## src/rtl/fp_addsub_param.sv

```systemverilog
// Multi-cycle parametrised IEEE-754 style adder/subtractor with a start/done handshake.
// One FSM state per datapath step; special operands bypass the arithmetic so latency is fixed.
module fp_addsub_param #(
  parameter int EXP_W    = 8,
  parameter int MAN_W    = 23,
  parameter int ROUND_EN = 1
) (
  input  logic                 clk,
  input  logic                 rst,
  input  logic                 start,
  input  logic                 op_sub,
  input  logic [EXP_W+MAN_W:0] a,
  input  logic [EXP_W+MAN_W:0] b,
  output logic                 busy,
  output logic                 done,
  output logic [EXP_W+MAN_W:0] result,
  output logic                 overflow,
  output logic                 underflow,
  output logic                 invalid,
  output logic                 inexact
);
  localparam int W  = 1 + EXP_W + MAN_W;
  localparam int SW = MAN_W + 4;   // hidden bit + fraction + guard/round/sticky
  localparam int EW = EXP_W + 1;   // one bit of headroom for exponent increments
  localparam logic [EXP_W-1:0] EXP_ONES = {EXP_W{1'b1}};
  localparam logic [W-1:0]     QNAN     = {1'b0, EXP_ONES, 1'b1, {(MAN_W-1){1'b0}}};

  typedef enum logic [2:0] {
    S_IDLE, S_UNPACK, S_ALIGN, S_ADD, S_NORM, S_ROUND, S_PACK
  } state_t;

  state_t state, state_nx;

  logic [W-1:0]     a_lat, b_lat;
  logic             sub_lat;
  logic             sa_u, sb_u, byp_u, inv_u;
  logic [EXP_W-1:0] ea_u, eb_u;
  logic [MAN_W:0]   ma_u, mb_u;
  logic [W-1:0]     spec_u;
  logic             sign_l, sub_l;
  logic [EW-1:0]    e_l, e_d, e_n, e_r;
  logic [SW-1:0]    ml_l, ms_l, m_n;
  logic [SW:0]      sum_d;
  logic             sign_d, sign_n, sign_r, inx_r;
  logic [MAN_W-1:0] frac_r;

  logic [EXP_W-1:0] exp_a, exp_b, ea_c, eb_c, big_e, small_e, diff;
  logic [MAN_W-1:0] frac_a, frac_b;
  logic [MAN_W:0]   ma_c, mb_c, big_m, small_m;
  logic             sign_a, sign_b, nan_a, nan_b, inf_a, inf_b, byp_c, inv_c, swap, lost;
  logic [W-1:0]     spec_c, res_c;
  logic [31:0]      sh, lz, lim, shl;
  logic [SW-1:0]    ext, ms_c, m_c;
  logic [SW:0]      sum_c;
  logic             sign_c, g, r, s, inc, ov_c, un_c, iv_c, ix_c;
  logic [EW-1:0]    e_c, er_c;
  logic [MAN_W:0]   mant;
  logic [MAN_W+1:0] rnd;
  logic [MAN_W-1:0] frac_c;

  always_ff @(posedge clk) begin
    if (rst) state <= S_IDLE;
    else     state <= state_nx;
  end

  always_comb begin
    state_nx = state;
    case (state)
      S_IDLE:   state_nx = start ? S_UNPACK : S_IDLE;
      S_UNPACK: state_nx = S_ALIGN;
      S_ALIGN:  state_nx = S_ADD;
      S_ADD:    state_nx = S_NORM;
      S_NORM:   state_nx = S_ROUND;
      S_ROUND:  state_nx = S_PACK;
      S_PACK:   state_nx = S_IDLE;
      default:  state_nx = S_IDLE;
    endcase
  end

  always_comb begin
    sign_a = a_lat[W-1];
    sign_b = b_lat[W-1] ^ sub_lat;
    exp_a  = a_lat[MAN_W +: EXP_W];
    exp_b  = b_lat[MAN_W +: EXP_W];
    frac_a = a_lat[MAN_W-1:0];
    frac_b = b_lat[MAN_W-1:0];
    nan_a  = (exp_a == EXP_ONES) && (frac_a != '0);
    nan_b  = (exp_b == EXP_ONES) && (frac_b != '0);
    inf_a  = (exp_a == EXP_ONES) && (frac_a == '0);
    inf_b  = (exp_b == EXP_ONES) && (frac_b == '0);
    // subnormals use effective exponent 1 with a clear hidden bit
    ea_c   = (exp_a == '0) ? EXP_W'(1) : exp_a;
    eb_c   = (exp_b == '0) ? EXP_W'(1) : exp_b;
    ma_c   = {exp_a != '0, frac_a};
    mb_c   = {exp_b != '0, frac_b};
    byp_c  = (exp_a == EXP_ONES) || (exp_b == EXP_ONES);
    inv_c  = 1'b0;
    if (nan_a || nan_b || (inf_a && inf_b && (sign_a != sign_b))) begin
      spec_c = QNAN;
      inv_c  = 1'b1;
    end else if (inf_a) begin
      spec_c = {sign_a, EXP_ONES, {MAN_W{1'b0}}};
    end else begin
      spec_c = {sign_b, EXP_ONES, {MAN_W{1'b0}}};
    end
  end

  always_comb begin
    swap    = {eb_u, mb_u} > {ea_u, ma_u};
    big_e   = swap ? eb_u : ea_u;
    small_e = swap ? ea_u : eb_u;
    big_m   = swap ? mb_u : ma_u;
    small_m = swap ? ma_u : mb_u;
    diff    = big_e - small_e;
    sh      = (32'(diff) > 32'(MAN_W + 3)) ? 32'(MAN_W + 3) : 32'(diff);
    ext     = {small_m, 3'b000};
    lost    = |(ext << (32'(SW) - sh));
    ms_c    = (ext >> sh) | {{(SW-1){1'b0}}, lost};
  end

  always_comb begin
    if (sub_l) sum_c = {1'b0, ml_l} - {1'b0, ms_l};
    else       sum_c = {1'b0, ml_l} + {1'b0, ms_l};
    // an exact-zero difference is +0; matching-sign zeros keep their sign
    sign_c = (sub_l && (sum_c == '0)) ? 1'b0 : sign_l;
  end

  always_comb begin
    lz = 32'(SW);
    for (int i = 0; i < SW; i++) begin
      if (sum_d[i]) lz = 32'(SW - 1 - i);
    end
    lim = 32'(e_d) - 32'd1;
    shl = (lz < lim) ? lz : lim;
    if (sum_d[SW]) begin
      m_c = {sum_d[SW:2], sum_d[1] | sum_d[0]};
      e_c = e_d + EW'(1);
    end else begin
      m_c = sum_d[SW-1:0] << shl;
      e_c = m_c[SW-1] ? (e_d - EW'(shl)) : '0;
    end
  end

  always_comb begin
    mant = m_n[SW-1:3];
    g    = m_n[2];
    r    = m_n[1];
    s    = m_n[0];
    inc  = (ROUND_EN != 0) && g && (r || s || mant[0]);
    rnd  = {1'b0, mant} + {{(MAN_W+1){1'b0}}, inc};
    if (rnd[MAN_W+1]) begin
      frac_c = rnd[MAN_W:1];
      er_c   = e_n + EW'(1);
    end else if ((e_n == '0) && rnd[MAN_W]) begin
      frac_c = rnd[MAN_W-1:0];
      er_c   = EW'(1);
    end else begin
      frac_c = rnd[MAN_W-1:0];
      er_c   = e_n;
    end
  end

  always_comb begin
    ov_c = 1'b0;
    un_c = 1'b0;
    iv_c = 1'b0;
    ix_c = 1'b0;
    if (byp_u) begin
      res_c = spec_u;
      iv_c  = inv_u;
    end else if (e_r >= {1'b0, EXP_ONES}) begin
      res_c = {sign_r, EXP_ONES, {MAN_W{1'b0}}};
      ov_c  = 1'b1;
      ix_c  = 1'b1;
    end else begin
      res_c = {sign_r, e_r[EXP_W-1:0], frac_r};
      ix_c  = inx_r;
      un_c  = (e_r == '0) && inx_r;
    end
  end

  always_ff @(posedge clk) begin
    if (rst) begin
      busy <= 1'b0; done <= 1'b0; result <= '0;
      overflow <= 1'b0; underflow <= 1'b0; invalid <= 1'b0; inexact <= 1'b0;
      a_lat <= '0; b_lat <= '0; sub_lat <= 1'b0;
      sa_u <= 1'b0; sb_u <= 1'b0; byp_u <= 1'b0; inv_u <= 1'b0;
      ea_u <= '0; eb_u <= '0; ma_u <= '0; mb_u <= '0; spec_u <= '0;
      sign_l <= 1'b0; sub_l <= 1'b0; e_l <= '0; ml_l <= '0; ms_l <= '0;
      sum_d <= '0; sign_d <= 1'b0; e_d <= '0;
      m_n <= '0; e_n <= '0; sign_n <= 1'b0;
      frac_r <= '0; e_r <= '0; sign_r <= 1'b0; inx_r <= 1'b0;
    end else begin
      done <= 1'b0;
      case (state)
        S_IDLE: begin
          if (start) begin
            a_lat <= a; b_lat <= b; sub_lat <= op_sub; busy <= 1'b1;
            overflow <= 1'b0; underflow <= 1'b0; invalid <= 1'b0; inexact <= 1'b0;
          end
        end
        S_UNPACK: begin
          sa_u <= sign_a; sb_u <= sign_b; ea_u <= ea_c; eb_u <= eb_c;
          ma_u <= ma_c; mb_u <= mb_c; byp_u <= byp_c; inv_u <= inv_c; spec_u <= spec_c;
        end
        S_ALIGN: begin
          sign_l <= swap ? sb_u : sa_u;
          sub_l  <= sa_u ^ sb_u;
          e_l    <= {1'b0, big_e};
          ml_l   <= {big_m, 3'b000};
          ms_l   <= ms_c;
        end
        S_ADD:   begin sum_d <= sum_c; sign_d <= sign_c; e_d <= e_l; end
        S_NORM:  begin m_n <= m_c; e_n <= e_c; sign_n <= sign_d; end
        S_ROUND: begin frac_r <= frac_c; e_r <= er_c; sign_r <= sign_n; inx_r <= g | r | s; end
        S_PACK: begin
          result <= res_c; overflow <= ov_c; underflow <= un_c;
          invalid <= iv_c; inexact <= ix_c; done <= 1'b1; busy <= 1'b0;
        end
        default: ;
      endcase
    end
  end
endmodule

```

## config.mk

```make
export PLATFORM = sky130hd
export DESIGN_NAME = fp_addsub_param
export DESIGN_NICKNAME = d
export VERILOG_FILES = /design/src/rtl/fp_addsub_param.sv
export SDC_FILE = /design/constraint.sdc
export NUM_CORES = 1
export LEC_CHECK = 0
export ABC_AREA = 1
export CAP_MARGIN = 20
export CORE_ASPECT_RATIO = 1.4
export CORE_MARGIN = 2
export CORE_UTILIZATION = 55
export CTS_BUF_LIST = sky130_fd_sc_hd__clkbuf_16
export DETAILED_ROUTE_END_ITERATION = 10
export PLACE_DENSITY = 0.77
export SLEW_MARGIN = 20
export SYNTH_ARGS = -nofsm -noshare
export SYNTH_HDL_FRONTEND = slang
export SYNTH_SLANG_ARGS = --single-unit
```

## constraint.sdc

```tcl
create_clock -name clk -period 4.2 [get_ports clk]
set_input_delay 0.84 -clock clk [delete_from_list [all_inputs] [get_ports clk]]
set_output_delay 0.84 -clock clk [all_outputs]
set_load 0.005 [all_outputs]
```

Word-level counts from Yosys, hierarchy flattened
Cells that the tools add are included.
{"block": "totals", "latchBits": 0, "n_memories": 0, "output_inout_bits": 38, "mem_bits_ro": 0, "regBits": 375, "mem_bits_rw": 0}
{"block": "classes", "n_bitwise": 6, "shifts": 3, "div_mod_pow": 0, "addsub": 9, "n_eq_ne": 10, "n_mul": 0, "n_mux": 66, "n_lt_le_gt_ge": 4, "n_reduce_logical": 31}
{"operator": "$mux 32", "count": 30}
{"operator": "$shl 27x32->27", "count": 2}
{"operator": "$mux 24", "count": 2}
{"operator": "$logic_not 23->1", "count": 2}
{"operator": "$reduce_bool 23->1", "count": 2}
{"operator": "$mux 8", "count": 5}
{"operator": "$mux 9", "count": 4}
{"operator": "$gt 32x32->1", "count": 1}
{"operator": "$lt 32x32->1", "count": 1}
{"operator": "$mux 31", "count": 1}
{"operator": "$add 27x27->28", "count": 1}
{"operator": "$logic_not 28->1", "count": 1}
{"operator": "$mux 28", "count": 1}
{"operator": "$sub 27x27->28", "count": 1}
{"operator": "$mux 27", "count": 1}
{"operator": "$or 27x1->27", "count": 1}
{"operator": "$reduce_or 27->1", "count": 1}
{"operator": "$shr 27x8->27", "count": 1}
{"operator": "$add 24x1->25", "count": 1}
{"operator": "$mux 23", "count": 1}
{"operator": "$logic_not 9->1", "count": 2}
{"operator": "$pmux 3 s6", "count": 1}
{"operator": "$eq 8x8->1 const B", "count": 2}
{"operator": "$logic_not 8->1", "count": 2}
{"operator": "other kinds (23)", "count": 62}

Longest topological paths before layout
Gate-level depths: netlist of the first run.
{"block": "logic_depth", "depth_word": 32, "mapped_depth": 52, "mapped_depth_nobuf": 50}

Worst setup path before layout of the first run
Ideal clock, no wire load.
{"block": "synth_path", "kind": "reg2reg", "startpoint": "register sum_d[2]", "endpoint": "register e_n[8]", "path_slack_ns": -0.022, "setup_ns": 0.074, "period_less_slack_ns": 4.222, "path_buffers": 3, "t_arrival_ns": 4.148, "stages_incl_launch_ff": 37, "path_cell_list": "dfxtp_1 > inv_1 > a211oi_1 > o311ai_0 > nand3_1 > nand3_1 > nand3_1 > nand3_1 > nand3_1 > nand3_1 > nand3_1 > nand3_1 > nand3_1 > inv_1 > ha_1 > nand2_1 > nand2_1 > nand2_1 > nand2_1 > nand2_1 > nand2_1 > buf_4 > o21a_1 > inv_1 > buf_2 > buf_1 > ha_1 > a21oi_1 > o31ai_1 > inv_1 > nor2_1 > o21ai_0 > nand2_1 > a21oi_1 > nand3_1 > nand3b_1 > a31oi_1"}
{"block": "synth_between", "elab_chain_cells": 30, "word_cells_on_any_way": 31}
{"item": "start, declared", "line": "43", "rtl": "logic [SW:0] sum_d;"}
{"item": "start signal, assigned", "line": "213", "rtl": "S_ADD: begin sum_d <= sum_c; sign_d <= sign_c; e_d <= e_l; end"}
{"item": "$mux 32 (25 in a row)", "line": "131", "rtl": "if (sum_d[i]) lz = 32'(SW - 1 - i);"}
{"item": "$lt 32x32->1", "line": "134", "rtl": "shl = (lz < lim) ? lz : lim;"}
{"item": "$mux 32", "line": "134"}
{"item": "$sub 8x9->9 / $shl 27x32->27 (equally long branches)", "line": "140, 139"}
{"item": "$mux 9 *", "line": "140", "rtl": "e_c = m_c[SW-1] ? (e_d - EW'(shl)) : '0;"}
{"item": "$mux 9 *", "line": "135", "rtl": "if (sum_d[SW]) begin"}
{"item": "end signal, assigned", "line": "191", "rtl": "m_n <= '0; e_n <= '0; sign_n <= 1'b0;"}
{"item": "end signal, assigned", "line": "214", "rtl": "S_NORM: begin m_n <= m_c; e_n <= e_c; sign_n <= sign_d; end"}
{"item": "end, declared", "line": "41", "rtl": "logic [EW-1:0] e_l, e_d, e_n, e_r;"}
Mark *: on every way between the ends. The rest lies on a longest branch, timed or not.
A chain may end at the register's enable or synchronous reset.

Worst setup path after layout of the first run
{"block": "layout_path", "startpoint": "register ma_u[21]", "endpoint": "register ms_l[1]"}
{"block": "layout_between", "elab_chain_cells": 7, "word_cells_on_any_way": 9}
{"item": "start, declared", "line": "38", "rtl": "logic [MAN_W:0] ma_u, mb_u;"}
{"item": "start signal, assigned", "line": "204", "rtl": "ma_u <= ma_c; mb_u <= mb_c; byp_u <= byp_c; inv_u <= inv_c; spec_u <= spec_c;"}
{"item": "$gt 32x32->1", "line": "109", "rtl": "swap = {eb_u, mb_u} > {ea_u, ma_u};"}
{"item": "$mux 8, on equally long branches", "line": "110, 111"}
{"item": "$sub 8x8->8", "line": "114", "rtl": "diff = big_e - small_e;"}
{"item": "$gt 8x5->1", "line": "115", "rtl": "sh = (32'(diff) > 32'(MAN_W + 3)) ? 32'(MAN_W + 3) : 32'(diff);"}
{"item": "$mux 8", "line": "115"}
{"item": "$shr 27x8->27 *", "line": "118", "rtl": "ms_c = (ext >> sh) | {{(SW-1){1'b0}}, lost};"}
{"item": "$or 27x1->27 *", "line": "118"}
{"item": "end signal, assigned", "line": "211", "rtl": "ms_l <= ms_c;"}
{"item": "end, declared", "line": "42", "rtl": "logic [SW-1:0] ml_l, ms_l, m_n;"}
Marks and branches as above.

==> out/qor.yml, run 1 <==
status: "finished with violations"
violations: "negative setup slack"
area_growth_pct: 28.6
setup_ws_ps: -176
avgSynthCellArea_um2: 6.60
num_vias: 22923
ys_seq_area_share_pct: 33.3
drive_gt1_share_pct: 19.0
clockRootBuffer: "clkbuf_16"
fmax_ghz: 0.229
rsz0062_at_grt: "yes"
cts_buffers: 36
tritoncts: "built"
synth_flop_cell: "dfxtp_1"
drt_iter0_markers: 1813
grt_max_degree: 99
p_per_area_mw_per_mm2: 643
path_clk_slew_ps: 70
p_leak_nw: 11.5
place_hpwl_um: 53300
fin_area_mm2: 0.0267
start_kind: "flip-flop"
hold_class: "reg -> reg"
dpl_cell_area_mm2: 0.0237
fp.coreArea_mm2: 0.0374
clockBufferDepth: 3
grt_util_all_layers_pct: 35.2
synth-edff-count: 0
vdd_drop_max_mv: 0.392
placementRows: 84
total_power_w: 0.0171
clk_latency_ps: 540
worstPathMaxFanout: 11
ant_nets: 0
criticalPathCategory: "reg -> reg"
drc: 0
worstPathRequired_ps: 4640
synth-warning-count: 0
die_w_um: 168
final.setup_skew_ps: 14.9
async_flop_share_pct: 0
min_period_over_period_pct: 104
first_pass_iters: 8
crit_slowest_cell: "nor4_4"
max_cap_viol_count: 0
preCtsSetupSlack_ps: -359
htreeDepth: 2
vias_per_cell: 5.87
io_buffers: 105
max_slew.worst_pin.slew_ps: 1150
post-route-min-period_ps: 4380
die_height_um: 234
wl_um: 73300
ys_types: 56
pin_count: 106
synthesis.area_mm2: 0.0207
wl_per_cell_um: 18.8
first_global_vias: 21706
antenna_found_initial: 0
holdBufCountCts: 0
synthCells: 3143
slew_headroom_pct: 22.8
grt_overflow: 0
finalHoldViolations: 0
start_util_pct: 55.4
crit_top_cell: "nand2_1"
crit_path_end_kind: "flip-flop"
fp.dieArea_mm2: 0.0393
place.gp.congestion: 1.01
cp.arrival_ps: 4820
slew_viol_final: 0
final_nets: 3579
fin_setup_tns_ps: -680
max_stage_delay_ps: 340
final-setup-viol-count: 9
cts_sinks: 345
insertedDiodeCount: 0
grt_pass1_wl_um: 110000
synth_seq_cells: 345
## path summary, 6_finish.rpt
| path | start | endpoint | slack, ps | cells past startpoint |
|---|---|---|---|---|
| setup / recovery | ma_u[21]$_SDFFE_PP0N_ | ms_l[1]$_SDFFE_PP0P_ | -180 | 31 |
| hold reg to reg | frac_r[4]$_SDFFE_PP0P_ | frac_r[4]$_SDFFE_PP0P_ | 470 | 2 |
| setup reg to reg | ma_u[21]$_SDFFE_PP0N_ | ms_l[1]$_SDFFE_PP0P_ | -180 | 31 |
| hold / removal | frac_r[4]$_SDFFE_PP0P_ | frac_r[4]$_SDFFE_PP0P_ | 470 | 2 |
## cell type report
| class | count | area (um2) |
|---|---|---|
| Fill cell | 3116 | 10800 |
| Tap cell | 473 | 592 |
| Clock buffer | 36 | 901 |
| Inverter | 317 | 1210 |
| Sequential cell | 345 | 6930 |
| Timing Repair inverter | 2 | 20.0 |
| Timing Repair Buffer | 400 | 3560 |
| Multi-Input combinational cell | 2308 | 13200 |
| Clock inverter | 24 | 256 |
## flip-flops by register name, indices dropped and copies added (netlist names), 27 cells and up
register  cells
a_lat        32
b_lat        32
m_n          27
ms_l         27
result       32
sum_d        28
## what timing repair did
item	CTS	global route
gates resized for setup	126	249
cloned	5	4
endpoints found under the setup margin	30	51
pin swaps	52	92
buffers inserted	16	21
## kinds of logic (layout without fill, tap and decap cells)
family	after synthesis	in the layout	share of synthesized area (%)
multiplexers	2	2	0.103
flip-flops	345	345	33.3
AND/OR/NAND/NOR	1298	1298	26.8
buffers and inverters	491	779	9.23
XOR/XNOR	55	55	2.32
adder cells (fa/ha/maj)	101	101	6.17
AO/OA/AOI/OAI	850	850	22.0
other	1	2	0.0181
## cell usage in the layout, fill, tap and decap left out, drive strengths merged, types with 39 or more instances in the layout
| master | netlist | routed |
|---|---|---|
| nand2 | 656 | 656 |
| o21ai | 373 | 373 |
| a21oi | 357 | 357 |
| dfxtp | 345 | 345 |
| inv | 309 | 318 |
| buf | 33 | 293 |
| nor2 | 260 | 260 |
| nand3 | 260 | 260 |
| clkdlybuf4s50 | 0 | 104 |
| ha | 99 | 99 |
| nand4 | 47 | 47 |
| xor2 | 43 | 43 |
| clkbuf | 141 | 39 |
## routing by layer
metal,global-route usage [%],vias to the layer above,part of all wire (%)
li1,-,11122,-
met1,35.2,10594,35
met2,65.9,859,51
met3,3.49,348,4.1
met4,29.0,0,9.5
met5,0,-,0
## through the flow
| stage | cells | utilization, % | hold WS [ps] |
|---|---|---|---|
| floorplan | 3144 | - | 430 |
| global placement | 3802 | 63.3 | 449 |
| detailed placement | 3802 | 63.3 | 455 |
| CTS | 3883 | 68.3 | 466 |
| global route | 3905 | 71.3 | 487 |
| finish | 3905 | 71.3 | 467 |
## report_power, final
part / switching [W] / leakage (nW) / internal (W)
Clock: 0.00138 / 0.564 / 0.00182
Combinational: 0.00605 / 8.14 / 0.00407
Sequential: 0.000251 / 2.82 / 0.00356
## cells in the mapped netlist, types with 7 or more instances
master	n	area share (%)
a211oi_1	8	0.29
a21oi_1	356	8.6
a31oi_1	34	1.0
a32oi_1	21	0.89
buf_2	20	0.48
clkbuf_1	141	2.6
clkinv_1	8	0.14
dfxtp_1	345	33
ha_1	99	6.0
inv_1	301	5.5
inv_2	8	0.14
nand2_1	647	12
nand2_2	9	0.27
nand3_1	259	6.3
nand3b_1	7	0.25
nand4_1	46	1.4
nor2_1	256	4.6
nor3_1	27	0.65
nor4_1	27	0.81
o211ai_1	22	0.80
o21ai_0	362	8.7
o21ai_1	9	0.22
xnor2_1	12	0.51
xor2_1	43	1.8
## critical path: cells and delay by family, from the launching register on
family / cells / cell delay, ps
buffers and inverters: 9 / 1150
and+or+nand+nor: 18 / 2080
DFF: 1 / 310
adders and majority gates: 1 / 300
AOI/OAI and AO/OA: 3 / 420
(Power assumes the default switching activity.)
==> run 2, diff against run 1 <==
--- a/config.mk
+++ b/config.mk
@@ -13,6 +13,7 @@
 export CTS_BUF_LIST = sky130_fd_sc_hd__clkbuf_16
 export DETAILED_ROUTE_END_ITERATION = 10
 export PLACE_DENSITY = 0.77
+export SKIP_LAST_GASP = 1
 export SLEW_MARGIN = 20
 export SYNTH_ARGS = -nofsm -noshare
 export SYNTH_HDL_FRONTEND = slang
==> out/qor.yml, run 2 (synthesis results as in run 1) <==
die_w_um: 168  # unchanged
grt_overflow: 0  # unchanged
clockRootBuffer: "clkbuf_16"
most-common-layout-cells: "594 x nand2_1, 336 x a21oi_1, 327 x o21ai_0"
final.setup_skew_ps: 17.6  # +2.64 ps
antenna_found_initial: 0  # unchanged
pin_count: 106  # unchanged
criticalPathCategory: "reg -> reg"
ant_nets: 0  # unchanged
htreeDepth: 2  # unchanged
reg_top3: "a_lat x32, b_lat x32, result x32"
drt_iter0_markers: 1726  # -4.8%
multi_input_area_mm2: 0.0131  # -0.45%
grt_max_degree: 99  # unchanged
max_cap_viol_count: 0  # unchanged
fp.dieArea_mm2: 0.0393  # unchanged
r2r_end: "ms_l[0]$_SDFFE_PP0P_"
wl_um: 73200  # about the same
dpl_cell_area_mm2: 0.0237  # unchanged
clockBufferDepth: 3  # unchanged
num_vias: 22874  # -0.21%
tritoncts: "built"
vias_per_cell: 5.86  # -0.21%
r2r-start: "ma_u[21]$_SDFFE_PP0N_"
first_pass_iters: 8  # unchanged
min_from: "frac_r[5]$_SDFFE_PP0P_"
insertedDiodeCount: 0  # unchanged
fmax_ghz: 0.229  # +0.42%
start_util_pct: 55.4  # unchanged
final-setup-viol-count: 13  # +4
crit_path_end_kind: "flip-flop"
first_global_vias: 21691  # -0.069%
postLayoutCoreUtil_pct: 71.1  # -0.19 points
max_stage_delay_ps: 340  # about the same
finalHoldViolations: 0  # unchanged
setup_ws_ps: -158  # +18.3 ps
die_height_um: 234  # unchanged
holdBufCountCts: 0  # unchanged
violations: "negative setup slack"
min_period_over_period_pct: 104  # -0.44 points
max_slew.worst_pin.slew_ps: 1160  # +12.4 ps
crit_slowest_cell: "nor4_4"
hold_class: "reg -> reg"
cts_sinks: 345  # unchanged
whs_path_depth: 2  # unchanged
clk_latency_ps: 540  # about the same
drc: 0  # unchanged
slew_headroom_pct: 22.0  # -0.83 points
final_common_cell: "nand2_1"
vdd_drop_max_mv: 0.396  # +1.0%
p_leak_nw: 11.5  # about the same
placementRows: 84  # unchanged
grt_util_all_layers_pct: 35.2  # about the same
start_kind: "flip-flop"
status: "finished with violations"
place_hpwl_um: 53300  # unchanged
rrSetupSlack_ps: -160  # +20 ps
area_growth_pct: 28.3
fin_area_mm2: 0.0266  # -0.26%
drive_gt1_share_pct: 18.8  # -0.20 points
crit_top_cell: "nand2_1"
slew_viol_final: 0  # unchanged
cp_top_family: "simple AND/OR/NAND/NOR gates"
cts_buffers: 36  # unchanged
min_delay_worst_endpoint: "frac_r[5]$_SDFFE_PP0P_"
whs_ps: 467  # +0.586 ps
worstPathMaxFanout: 8  # -3
rsz0062_at_grt: "yes"
path_clk_slew_ps: 70  # about the same
fp.coreArea_mm2: 0.0374  # unchanged
io_buffers: 105  # unchanged
cp.arrival_ps: 4780  # -40 ps
final_nets: 3579  # unchanged
place.gp.congestion: 1.01  # unchanged
critical_path_buf_inv_count: 6  # -3
reg2reg_depth: 32  # +3.2%
wl_per_cell_um: 18.7  # about the same
post-route-min-period_ps: 4360  # -18.3 ps
p_per_area_mw_per_mm2: 640  # -0.45%
n_fill_cell: 3134  # +0.58%
worstPathRequired_ps: 4620  # -20 ps
ff_latch_area_mm2: 0.00693  # unchanged
grt_pass1_wl_um: 110000  # about the same
run 2: cell counts in the layout (fill, tap and decap cells not counted):
Identical to the previous run, type by type.
run 2: worst max path at each step:
stage	end	start	cells past startpoint	slack [ps]
after floorplan	e_n[7]$_SDFFE_PP0N_	sum_d[2]$_SDFFE_PP0P_	37	70
after global placement	ms_l[0]$_SDFFE_PP0P_	ea_u[6]$_SDFFE_PP0N_	33	-350
after detailed placement	ms_l[0]$_SDFFE_PP0P_	ea_u[6]$_SDFFE_PP0N_	33	-360
after CTS	ms_l[0]$_SDFFE_PP0P_	ea_u[4]$_SDFFE_PP0N_	34	-60
after global routing	ms_l[0]$_SDFFE_PP0P_	ea_u[3]$_SDFFE_PP0N_	36	-420
final	ms_l[0]$_SDFFE_PP0P_	ma_u[21]$_SDFFE_PP0N_	32	-160
run 2: per-stage QoR:
step                TNS (ps)  total power [W]  setup slack [ps]  cells
floorplan                  0          0.00872              73.7   3144
global placement       -3570           0.0117              -347   3802
detailed placement     -4670           0.0118              -359   3802
CTS                     -142           0.0159             -57.6   3883
global route           -7460           0.0180              -422   3905
finish                  -774           0.0170              -158   3905
run 2: layout make-up:
cell class | instances | area share [%]
Timing Repair Buffer | 400 | 13.4
Tap cell | 473 | 2.23
Sequential cell | 345 | 26.1
Inverter | 317 | 4.54
Clock buffer | 36 | 3.39
Timing Repair inverter | 2 | 0.0753
Clock inverter | 24 | 0.965
Multi-Input combinational cell | 2308 | 49.4
run 2: worst min-delay path, cell delays in order, from the launching register on:
cell and delay (ps):
dfxtp_1 310, nand2_1 60, a21oi_1 50
run 2: timing repair:
action,CTS,global route
gates resized for setup,123,236
pin swaps,52,92
buffers inserted,16,21
setup endpoints to repair,30,51
cloned,5,4
run 2: per-layer routing:
| metal | vias to the layer above | GRT usage, % | share of wire [%] |
|---|---|---|---|
| met2 | 831 | 65.9 | 51 |
| li1 | 11129 | - | - |
| met3 | 349 | 3.56 | 4.1 |
| met1 | 10565 | 35.1 | 36 |
| met4 | 0 | 29.0 | 9.4 |
| met5 | - | 0 | 0 |
run 2: where the power goes:
part           internal, W  total [W]  switching [W]
Sequential         0.00356    0.00381       0.000251
Clock              0.00182    0.00320        0.00138
Combinational      0.00402     0.0100        0.00598
Total              0.00941     0.0170        0.00761
